==> src/rtl/pwm_pkg.sv <==
// Shared constants for the multi-channel PWM generator.
package pwm_pkg;
  localparam logic ALIGN_EDGE = 1'b0;
  localparam logic ALIGN_CENTER = 1'b1;
  localparam int CH_DEF = 4;
  localparam int CNT_W_DEF = 16;
endpackage

==> src/rtl/pwm_ch_cmp.sv <==
// One PWM compare channel: active duty register, compare and output flop.
module pwm_ch_cmp
  import pwm_pkg::*;
#(
  parameter int CNT_W = CNT_W_DEF
) (
  input  logic             clk,
  input  logic             rst,
  input  logic             en,
  input  logic             load,
  input  logic [CNT_W-1:0] cnt,
  input  logic [CNT_W-1:0] shadow_duty,
  output logic             pwm
);

  logic [CNT_W-1:0] duty;

  // Compare uses the duty of the current period; a load lands for the next.
  always_ff @(posedge clk) begin
    if (rst) begin
      duty <= '0;
      pwm  <= 1'b0;
    end else begin
      pwm <= en && (cnt < duty);
      if (load) duty <= shadow_duty;
    end
  end

endmodule

==> src/rtl/pwm_multi.sv <==
// Multi-channel PWM: shared period counter, double-buffered config,
// edge or center alignment.
module pwm_multi
  import pwm_pkg::*;
#(
  parameter int CH    = CH_DEF,
  parameter int CNT_W = CNT_W_DEF
) (
  input  logic                sys_clk,
  input  logic                sys_rst,
  input  logic                en,
  input  logic                cfg_wr,
  input  logic [CNT_W-1:0]    cfg_top,
  input  logic                cfg_align,
  input  logic [CH*CNT_W-1:0] cfg_duty,
  output logic                cfg_pending,
  output logic                period_tick,
  output logic [CH-1:0]       pwm_out
);

  localparam logic [1:0] ST_IDLE = 2'd0;
  localparam logic [1:0] ST_UP   = 2'd1;
  localparam logic [1:0] ST_DOWN = 2'd2;

  logic [1:0]          state;
  logic [CNT_W-1:0]    cnt;
  logic [CNT_W-1:0]    act_top;
  logic                act_align;
  logic [CNT_W-1:0]    sh_top;
  logic                sh_align;
  logic [CH*CNT_W-1:0] sh_duty;

  logic [CNT_W-1:0]    nx_top;
  logic                nx_align;
  logic [CH*CNT_W-1:0] nx_duty;
  logic                terminal;
  logic                load;

  // A write in the loading cycle passes straight through to the active set.
  assign nx_top   = cfg_wr ? cfg_top   : sh_top;
  assign nx_align = cfg_wr ? cfg_align : sh_align;
  assign nx_duty  = cfg_wr ? cfg_duty  : sh_duty;

  always_comb begin
    terminal = 1'b0;
    if (act_align == ALIGN_EDGE) begin
      terminal = (cnt == act_top);
    end else begin
      terminal = (state == ST_DOWN && cnt == CNT_W'(1))
              || (act_top <= CNT_W'(1) && cnt == act_top);
    end
  end

  assign load = !en || terminal;

  always_ff @(posedge sys_clk) begin
    if (sys_rst) begin
      state       <= ST_IDLE;
      cnt         <= '0;
      act_top     <= '0;
      act_align   <= ALIGN_EDGE;
      sh_top      <= '0;
      sh_align    <= ALIGN_EDGE;
      sh_duty     <= '0;
      cfg_pending <= 1'b0;
      period_tick <= 1'b0;
    end else begin
      if (cfg_wr) begin
        sh_top   <= cfg_top;
        sh_align <= cfg_align;
        sh_duty  <= cfg_duty;
      end
      if (!en) begin
        state       <= ST_IDLE;
        cnt         <= '0;
        act_top     <= nx_top;
        act_align   <= nx_align;
        cfg_pending <= 1'b0;
        period_tick <= 1'b0;
      end else begin
        period_tick <= (cnt == '0);
        if (terminal) begin
          state       <= ST_UP;
          cnt         <= '0;
          act_top     <= nx_top;
          act_align   <= nx_align;
          cfg_pending <= 1'b0;
        end else begin
          if (cfg_wr) cfg_pending <= 1'b1;
          if (act_align == ALIGN_EDGE) begin
            state <= ST_UP;
            cnt   <= cnt + CNT_W'(1);
          end else if (state == ST_DOWN) begin
            cnt <= cnt - CNT_W'(1);
          end else if (cnt == act_top) begin
            state <= ST_DOWN;
            cnt   <= cnt - CNT_W'(1);
          end else begin
            state <= ST_UP;
            cnt   <= cnt + CNT_W'(1);
          end
        end
      end
    end
  end

  for (genvar g = 0; g < CH; g++) begin : g_ch
    pwm_ch_cmp #(
      .CNT_W(CNT_W)
    ) u_cmp (
      .clk        (sys_clk),
      .rst        (sys_rst),
      .en         (en),
      .load       (load),
      .cnt        (cnt),
      .shadow_duty(nx_duty[g*CNT_W +: CNT_W]),
      .pwm        (pwm_out[g])
    );
  end

endmodule

==> config.mk <==
export PLATFORM = sky130hd
export DESIGN_NAME = pwm_multi
export DESIGN_NICKNAME = d
export VERILOG_FILES = /design/src/rtl/pwm_pkg.sv /design/src/rtl/pwm_ch_cmp.sv /design/src/rtl/pwm_multi.sv
export SDC_FILE = /design/constraint.sdc
export NUM_CORES = 1
export LEC_CHECK = 0
export BUFFER_PORTS_ARGS = -buffer_cell sky130_fd_sc_hd__buf_2
export CAP_MARGIN = 10
export CELL_PAD_IN_SITES_DETAIL_PLACEMENT = 1
export CELL_PAD_IN_SITES_GLOBAL_PLACEMENT = 1
export CORE_MARGIN = 2
export CORE_UTILIZATION = 30
export CTS_BUF_LIST = sky130_fd_sc_hd__clkbuf_16
export CTS_CLUSTER_DIAMETER = 100
export DETAILED_ROUTE_END_ITERATION = 16
export GPL_TIMING_DRIVEN = 1
export PLACE_DENSITY_LB_ADDON = 0.1
export REMOVE_ABC_BUFFERS = 1
export SLEW_MARGIN = 0
export SYNTH_ARGS = -nofsm -noshare
export SYNTH_HDL_FRONTEND = slang
export SYNTH_SLANG_ARGS = --single-unit
==> constraint.sdc <==
create_clock -name sys_clk -period 5.5 [get_ports sys_clk]
set_input_delay 0.55 -clock sys_clk [delete_from_list [all_inputs] [get_ports sys_clk]]
set_output_delay 0.55 -clock sys_clk [all_outputs]
set_load 0.03 [all_outputs]
Yosys cells after proc, flatten, opt, wreduce, memory -nomap -nowiden
Index checks and enable logic that the tools add are counted.

storage, ports and cells
  bits of input ports = 85
  output and inout port bits = 6
  flip-flop bits (word level) = 186
  word-level logic and storage cells = 60

cells by class
  mux-type cells = 15
  add/sub/neg operators = 2
  equality and inequality tests = 5
  magnitude comparators = 5
  reduce and logical (&&, ||, !) cells = 13
  bitwise gates (word level) = 2

operator list
  kind                                                              count
  two-way mux 16 bit                                                6
  < comparator 16 bit                                               4
  two-way mux 64 bit                                                1
  adder 16 x 1 -> 16 bit (second input constant)                    1
  equality test 16 x 1 -> 1 bit (second input constant)             1
  equality test 16 bit                                              1
  less-or-equal comparator 16 x 1 -> 1 bit (second input constant)  1
  logical NOT 16 bit                                                1
  subtractor 16 x 1 -> 16 bit (second input constant)               1
  two-way mux 1 bit                                                 7
  logical AND 1 bit                                                 6
  OR reduction 4 bit                                                1
  inequality test 3 bit (second input constant)                     1
  OR reduction 3 bit                                                1
  equality test 2 bit (second input constant)                       1
  logical OR 1 bit                                                  2
  two-way mux 2 bit                                                 1
  inequality test 2 x 1 -> 1 bit (second input constant)            1
  NOT 1 bit                                                         2
  OR reduction 2 bit                                                1
  logical NOT 1 bit                                                 1

Longest topological paths before layout
Gate-level depths: netlist (run 1).

  depth after elaboration = 6
  mapped depth = 10
  gate-level depth less buffers = 8

Cells and area by module
A second synthesis (run 1) with hierarchy kept.

unflattened totals
  cells, all modules = 923
  area, all modules = 9128.8 µm²

modules (own cells, without submodules)
  module      area each (µm²)  cells an instance  times used
  pwm_multi   5230.0           499                1
  pwm_ch_cmp  974.7            106                4

Least setup slack after synthesis (run 1)
No wires, ideal clock.

  kind = reg-to-reg
  start = register cnt[2]
  end = register cnt[2]
  cell stages (with the launch flop) = 8
  setup time = 121 ps
  setup slack = 3153 ps
  required time = 5379 ps
  arrival time = 2227 ps
  buffers on the path = 1
  clock period less this slack = 2347 ps
  cell sequence = dfxtp_1 clkbuf_1 xor2_1 nor4_1 nand4_1 o21ai_2 mux2i_1 mux2_2

between the ends
  word-level cells in the longest chain between the ends = 5

ends and longest elaborated chain
  what                                                                            line             RTL
  start, declared                                                                 pwm_multi.sv:26  logic [CNT_W-1:0] cnt;
  start signal, assigned                                                          pwm_multi.sv:92  cnt <= cnt + CNT_W'(1);
  start signal, assigned                                                          pwm_multi.sv:94  cnt <= cnt - CNT_W'(1);
  start signal, assigned                                                          pwm_multi.sv:97  cnt <= cnt - CNT_W'(1);
  parallel branches: the longest is 5 deep, another holds adder 16 x 1 -> 16 bit  --

Several ways; the timed one is not identified.
A chain may end at the register's enable or synchronous reset.

Worst setup path after layout (run 1)
  start = register cnt[7]
  end = register g_ch[2].u_cmp.duty[5]

between the ends
  word-level cells in the longest chain between the ends = 5

ends and longest elaborated chain
  what                                                                          line                                               RTL
  equality test 16 x 1 -> 1 bit / equality test 16 bit (equally long branches)  pwm_multi.sv:49, pwm_multi.sv:47, pwm_multi.sv:50
  logical AND 1 bit (on tied branches)                                          pwm_multi.sv:49, pwm_multi.sv:50
  logical OR 1 bit                                                              pwm_multi.sv:50                                    || (act_top <= CNT_W'(1) && cnt == act_top);
  two-way mux 1 bit (*)                                                         pwm_multi.sv:46                                    if (act_align == ALIGN_EDGE) begin
  logical OR 1 bit (*)                                                          pwm_multi.sv:54                                    assign load = !en || terminal;
  end signal, assigned                                                          pwm_ch_cmp.sv:25                                   if (load) duty <= shadow_duty;
  end, declared                                                                 pwm_ch_cmp.sv:16                                   logic [CNT_W-1:0] duty;

Mark *: on every way between the ends. The rest lies on a longest branch, timed or not.

==> flow_metrics.env, run 1 <==
export IMPL_portBuffers=90
export IMPL_syn_cell_area_mm2=0.00848
export IMPL_firstDrtPassIters=4
export IMPL_post_route_period_util_pct=64.3
export IMPL_gr_usage_all_layers_pct=15.5
export IMPL_layout_area_overhead_vs_synth_pct=15.0
export IMPL_antennaDiodeCount=0
export IMPL_nets=1076
export IMPL_p_leak_nw=4.64
export IMPL_multi_input_area_mm2=0.00423
export IMPL_cts_sinks=186
export IMPL_avgSynthCellArea_um2=9.81
export IMPL_fin_area_mm2=0.00975
export IMPL_syn_inst=864
export IMPL_grt_pass1_vias=6462
export IMPL_fin_util_pct=35.1
export IMPL_setup_viol=0
export IMPL_coreArea_mm2=0.0278
export IMPL_die_h_um=172
export IMPL_ctsHtreeMaxLevel=4
export IMPL_fin_worst_skew_ns=0.0173
export IMPL_hold_viol_final=0
export IMPL_yosys_warnings=0
export IMPL_dpl_cell_area_mm2=0.00919
export IMPL_grt_pass1_wl_mm=35.4
export IMPL_die_area_mm2=0.0296
export IMPL_gr_total_overflow=0
export IMPL_ys_ff_latch=186
export IMPL_cts_resized=0
export IMPL_ys_flop_type="dfxtp_1"
export IMPL_drive_above_1_share_pct=14.4
export IMPL_viasPerCell=4.76
export IMPL_hpwlAfterDp_mm=15.4
export IMPL_vias=6276
export IMPL_holdBufCountCts=0
export IMPL_maxSlewViolCount=0
export IMPL_grt_antenna_before_repair=0
export IMPL_cap_violations=0
export IMPL_worst_pin_slew_ns=1.16
export IMPL_wire_per_inst_um=16.5
export IMPL_cts_tree="yes"
export IMPL_regArea_mm2=0.00372
export IMPL_preCtsSetupSlack_ns=1.92
export IMPL_rsz0062_at_grt="no"
export IMPL_dp_cells=1286
export IMPL_row_count=61
export IMPL_drt_total_wl_mm=21.7
export IMPL_period_needed_ns=3.54
export IMPL_route_detailed_drc=0
export IMPL_worst_slack_ns=1.96
export IMPL_cp_data_arrival_time_ns=3.92
export IMPL_async_flop_share_pct=0
export IMPL_finalSetupTns_ns=0
export IMPL_synth_edf_count=0
export IMPL_cts_root_buf="clkbuf_16"
export IMPL_gp_congestion=0.778
export IMPL_path_class="reg -> reg"
export IMPL_ys_types=50
export IMPL_worstPathRequired_ns=5.88
export IMPL_cellPowerDensity_mw_per_mm2=313
export IMPL_ant_nets=0
export IMPL_hold_class="in -> reg"
export IMPL_drt_initial_drc_count=252
export IMPL_slew_headroom_pct=22.6
export IMPL_insertion_delay_ns=0.44
export IMPL_crit_path_end_kind="flip-flop"
export IMPL_n_fill_cell=3207
export IMPL_die_w_um=172
export IMPL_io_pins=91
export IMPL_clkTransAtPathRegs_ns=0.08
export IMPL_grt_max_degree=82
export IMPL_status="finished clean"
export IMPL_initial_core_util_pct=30.5
export IMPL_synth_seq_area_share_pct=43.9
export IMPL_fin_cells=1318
export IMPL_cp_start_kind="flip-flop"
export IMPL_cts_inserted_buffers=17
export IMPL_critPathMaxFanout=54
export IMPL_cts_setup_buffers=0
export IMPL_cts_buffer_depth=2
export IMPL_max_clock_freq_mhz=283
export IMPL_ir_worst_vdd_mv=0.160
worst paths after layout:
path / startpoint / end / slack [ns] / cells after the start
setup / recovery: cnt[7] / g_ch[2].u_cmp.duty[5] / 1.96 / 7
hold / removal: cfg_duty[36] / sh_duty[36] / 0.40 / 3
setup reg to reg: cnt[7] / g_ch[2].u_cmp.duty[5] / 1.96 / 7
hold reg to reg: cfg_pending / cfg_pending / 0.48 / 2
stage by stage:
stage	hold WS (ns)	power, mW
2_1_floorplan	0.458	1.74
3_3_place_gp	0.460	1.89
3_5_place_dp	0.473	1.89
4_1_cts	0.388	3.11
5_1_grt	0.413	3.21
6_report	0.398	3.05
cell usage after synthesis (7+ instances only):
master    number  area (um2)
inv_1         69         259
buf_2         11        55.1
o21ai_0       16        80.1
buf_1          7        26.3
a21oi_1       23         115
dfxtp_1      186        3720
xor2_1        16         140
nand4_1       17         106
or3_1          8        50.1
a21o_1        14         105
mux2i_1       90         901
nor2_1       108         405
nand2b_1      11        68.8
o22a_1        81         709
nor4_1        16         100
buf_6          7        78.8
nor3_1        11        55.1
nand2_1       16        60.1
ha_1          64         801
clkbuf_1      22        82.6
sequential cells by signal (all words and copies together) (netlist names):
name             count
act_top             16
sh_duty             64
sh_align             1
cfg_pending          1
g_ch.u_cmp.duty     64
sh_top              16
act_align            1
g_ch.u_cmp.pwm       4
period_tick          1
state                2
cnt                 16
critical path, stage by stage, from the launching register on:
cell and delay, ns:
dfxtp_1 0.70, xor2_1 0.13, nor4_1 0.37, and4_1 0.65, a21oi_1 0.21, nand2_2 0.88
buf_4 0.36, o22a_1 0.15
layout by cell type (no fill, tap or decap), types with 6 or more instances in the layout:
| master | Yosys | final |
|---|---|---|
| xor2_1 | 16 | 16 |
| nor2b_1 | 6 | 6 |
| o22a_1 | 81 | 81 |
| a21oi_1 | 23 | 23 |
| nor3_1 | 11 | 11 |
| nor4_1 | 16 | 16 |
| mux2i_1 | 90 | 90 |
| o21ai_0 | 16 | 16 |
| nand4_1 | 17 | 17 |
| dfxtp_1 | 186 | 186 |
| nand2b_1 | 11 | 11 |
| nand3_1 | 6 | 6 |
| buf_2 | 11 | 89 |
| nor2_1 | 108 | 108 |
| a21o_1 | 14 | 14 |
| clkbuf_16 | 0 | 17 |
| or3_1 | 8 | 8 |
| inv_1 | 69 | 70 |
| nand2_1 | 16 | 16 |
| ha_1 | 64 | 64 |
cell type report:
type                    instances  area share, %
multi-input cells             557           43.3
inverters                      70           2.69
flip-flops and latches        186           38.2
clock inverters                15           1.42
well taps                     378           4.85
clock buffers                  17           4.36
repair buffers                 95           5.16
layer usage:
layer | GRT usage [%] | part of all wire, % | up-vias
met5 | 0 | 0 | -
met4 | 4.27 | 1.1 | 0
met3 | 2.38 | 2.6 | 14
met2 | 24.7 | 45 | 64
met1 | 21.6 | 51 | 3013
li1 | - | - | 3185
kinds of logic after synthesis:
group,synth area share [%]
AO/OA/AOI/OAI,14.5
XOR/XNOR,1.76
adder cells (fa/ha/maj),9.45
buffers and inverters,6.32
flip-flops,43.9
multiplexers,11.0
AND/OR/NAND/NOR,13.0
power by group:
part	switching [mW]	leakage [nW]	internal, mW
Clock	0.601	0.283	0.598
Sequential	0.0538	1.54	1.44
Combinational	0.192	2.82	0.162
Total	0.847	4.64	2.20
(Power assumes the default switching activity.)
==> inputs of run 2 (changes only) <==
==> constraint.sdc (replaced) <==
create_clock -name sys_clk -period 3.7 [get_ports sys_clk]
set_input_delay 0.37 -clock sys_clk [delete_from_list [all_inputs] [get_ports sys_clk]]
set_output_delay 0.37 -clock sys_clk [all_outputs]
set_load 0.03 [all_outputs]
==> run 2 against run 1 <==
Against the previous run: cell area rose by 0.91%; clock-buffer cell count did not move; hold slack got worse by 0.17 ns; non-clock buffer count rose by 11; worst setup slack got worse by 1.2 ns; maximum frequency rose by 20%; sequential power rose by 47%; combinational power rose by 52%; global-route usage fell by 0.15 points; clock skew fell by 0.0059 ns; critical endpoint is now g_ch[3].u_cmp.duty[5].
==> flow_metrics.env, run 2 (synthesized netlist as in run 1, its figures left out) <==
export IMPL_status="finished clean"
export IMPL_cp_data_arrival_time_ns=3.33
export IMPL_slew_headroom_pct=53.4
export IMPL_multi_input_area_mm2=0.00423
export IMPL_cts_buffer_depth=2
export IMPL_drt_total_wl_mm=21.7
export IMPL_nets=1087
export IMPL_clkTransAtPathRegs_ns=0.07
export IMPL_hold_class="in -> reg"
export IMPL_fin_worst_skew_ns=0.0114
export IMPL_grt_antenna_before_repair=0
export IMPL_vias=6308
export IMPL_fin_area_mm2=0.00984
export IMPL_path_class="reg -> reg"
export IMPL_firstDrtPassIters=4
export IMPL_max_clock_freq_mhz=338
export IMPL_holdBufCountCts=0
export IMPL_gp_congestion=0.794
export IMPL_coreArea_mm2=0.0278
export IMPL_whs_path_depth=3
export IMPL_row_count=61
export IMPL_die_area_mm2=0.0296
export IMPL_critPathMaxFanout=43
export IMPL_r2r_end="g_ch[3].u_cmp.duty[5]"
export IMPL_worstPathRequired_ns=4.08
export IMPL_hold_viol_final=0
export IMPL_fin_cells=1328
export IMPL_initial_core_util_pct=30.5
export IMPL_insertion_delay_ns=0.43
export IMPL_n_fill_cell=3216
export IMPL_cts_sinks=186
export IMPL_cp_start_kind="flip-flop"
export IMPL_reg2reg_from="cnt[7]"
export IMPL_ant_nets=0
export IMPL_gr_usage_all_layers_pct=15.3
export IMPL_p_leak_nw=4.68
export IMPL_hpwlAfterDp_mm=15.6
export IMPL_drt_initial_drc_count=226
export IMPL_period_needed_ns=2.95
export IMPL_route_detailed_drc=0
export IMPL_regArea_mm2=0.00372
export IMPL_rr_worst_depth=7
export IMPL_crit_path_end_kind="flip-flop"
export IMPL_wire_per_inst_um=16.4
export IMPL_cts_resized=0
export IMPL_min_to="sh_duty[6]"
export IMPL_viasPerCell=4.75
export IMPL_dp_cells=1297
export IMPL_grt_pass1_wl_mm=34.9
export IMPL_dpl_cell_area_mm2=0.00928
export IMPL_cellPowerDensity_mw_per_mm2=462
export IMPL_cts_tree="yes"
export IMPL_reg_largest_list="g_ch.u_cmp.duty x64, sh_duty x64"
export IMPL_ctsHtreeMaxLevel=4
export IMPL_layout_area_overhead_vs_synth_pct=16.1
export IMPL_worst_pin_slew_ns=0.681
export IMPL_grt_max_degree=49
export IMPL_io_pins=91
export IMPL_post_route_period_util_pct=79.9
export IMPL_layout_commonest_cell="dfxtp_1"
export IMPL_reg2reg_slack_ns=0.75
export IMPL_gr_total_overflow=0
export IMPL_maxSlewViolCount=0
export IMPL_setup_viol=0
export IMPL_portBuffers=90
export IMPL_ir_worst_vdd_mv=0.290
export IMPL_cts_setup_buffers=0
export IMPL_cts_inserted_buffers=17
export IMPL_finalSetupTns_ns=0
export IMPL_cap_violations=0
export IMPL_hp_start="cfg_duty[6]"
export IMPL_rsz0062_at_grt="no"
export IMPL_cts_root_buf="clkbuf_16"
export IMPL_drive_above_1_share_pct=15.0
export IMPL_die_h_um=172
export IMPL_layout_common_cells="dfxtp_1 (186), nor2_1 (108), mux2i_1 (90)"
export IMPL_die_w_um=172
export IMPL_grt_pass1_vias=6421
## run 2: final cells by class
class / count / share of cell area [%]
Sequential cell: 186 / 37.8
Clock inverter: 13 / 1.32
Clock buffer: 17 / 4.32
Multi-Input combinational cell: 557 / 42.9
Antenna cell: 1 / 0.0254
Inverter: 70 / 2.67
Tap cell: 378 / 4.81
Timing Repair Buffer: 106 / 6.08
## run 2: per-stage QoR
| stage | total power [mW] | worst slack, ns | hold slack, ns | utilization (%) |
|---|---|---|---|---|
| final | 4.55 | 0.745 | 0.225 | 35.4 |
| after global routing | 4.78 | 0.461 | 0.235 | 35.4 |
| after CTS | 4.64 | 0.722 | 0.213 | 35.4 |
| after detailed placement | 2.81 | 0.746 | 0.461 | 33.4 |
| after global placement | 2.80 | 0.779 | 0.448 | 33.4 |
| after floorplan | 2.59 | 0.322 | 0.454 | - |
## run 2: report_power, final
part / leakage, nW / switching, mW / internal (mW)
combinational: 2.88 / 0.292 / 0.247
sequential: 1.54 / 0.0694 / 2.14
clock: 0.268 / 0.815 / 0.984
## run 2: worst max-delay path, stage by stage (launching register included)
cell	delay (ns)
dfxtp_1	0.74
xor2_1	0.13
nor4_1	0.40
and4_1	0.63
a21oi_1	0.22
nand2_2	0.12
buf_4	0.42
o22a_1	0.20
## run 2: how the worst max path moves through the flow
stage                    from               endpoint  slack [ns]  depth (start not counted)
finish                 cnt[7]  g_ch[3].u_cmp.duty[5]        0.75                          7
global route           cnt[7]  g_ch[2].u_cmp.duty[9]        0.46                          7
CTS                    cnt[7]            act_top[12]        0.72                          7
detailed placement     cnt[7]  g_ch[3].u_cmp.duty[5]        0.75                          7
global placement       cnt[7]  g_ch[0].u_cmp.duty[6]        0.78                          7
floorplan           act_align              act_align        0.32                          4
## run 2: per-layer routing
layer	global-route usage [%]	vias to the layer above	part of all wire (%)
li1	-	3213	-
met3	2.82	11	2.4
met2	25.1	69	46
met4	3.40	0	0.78
met1	21.0	3015	51
met5	0	-	0
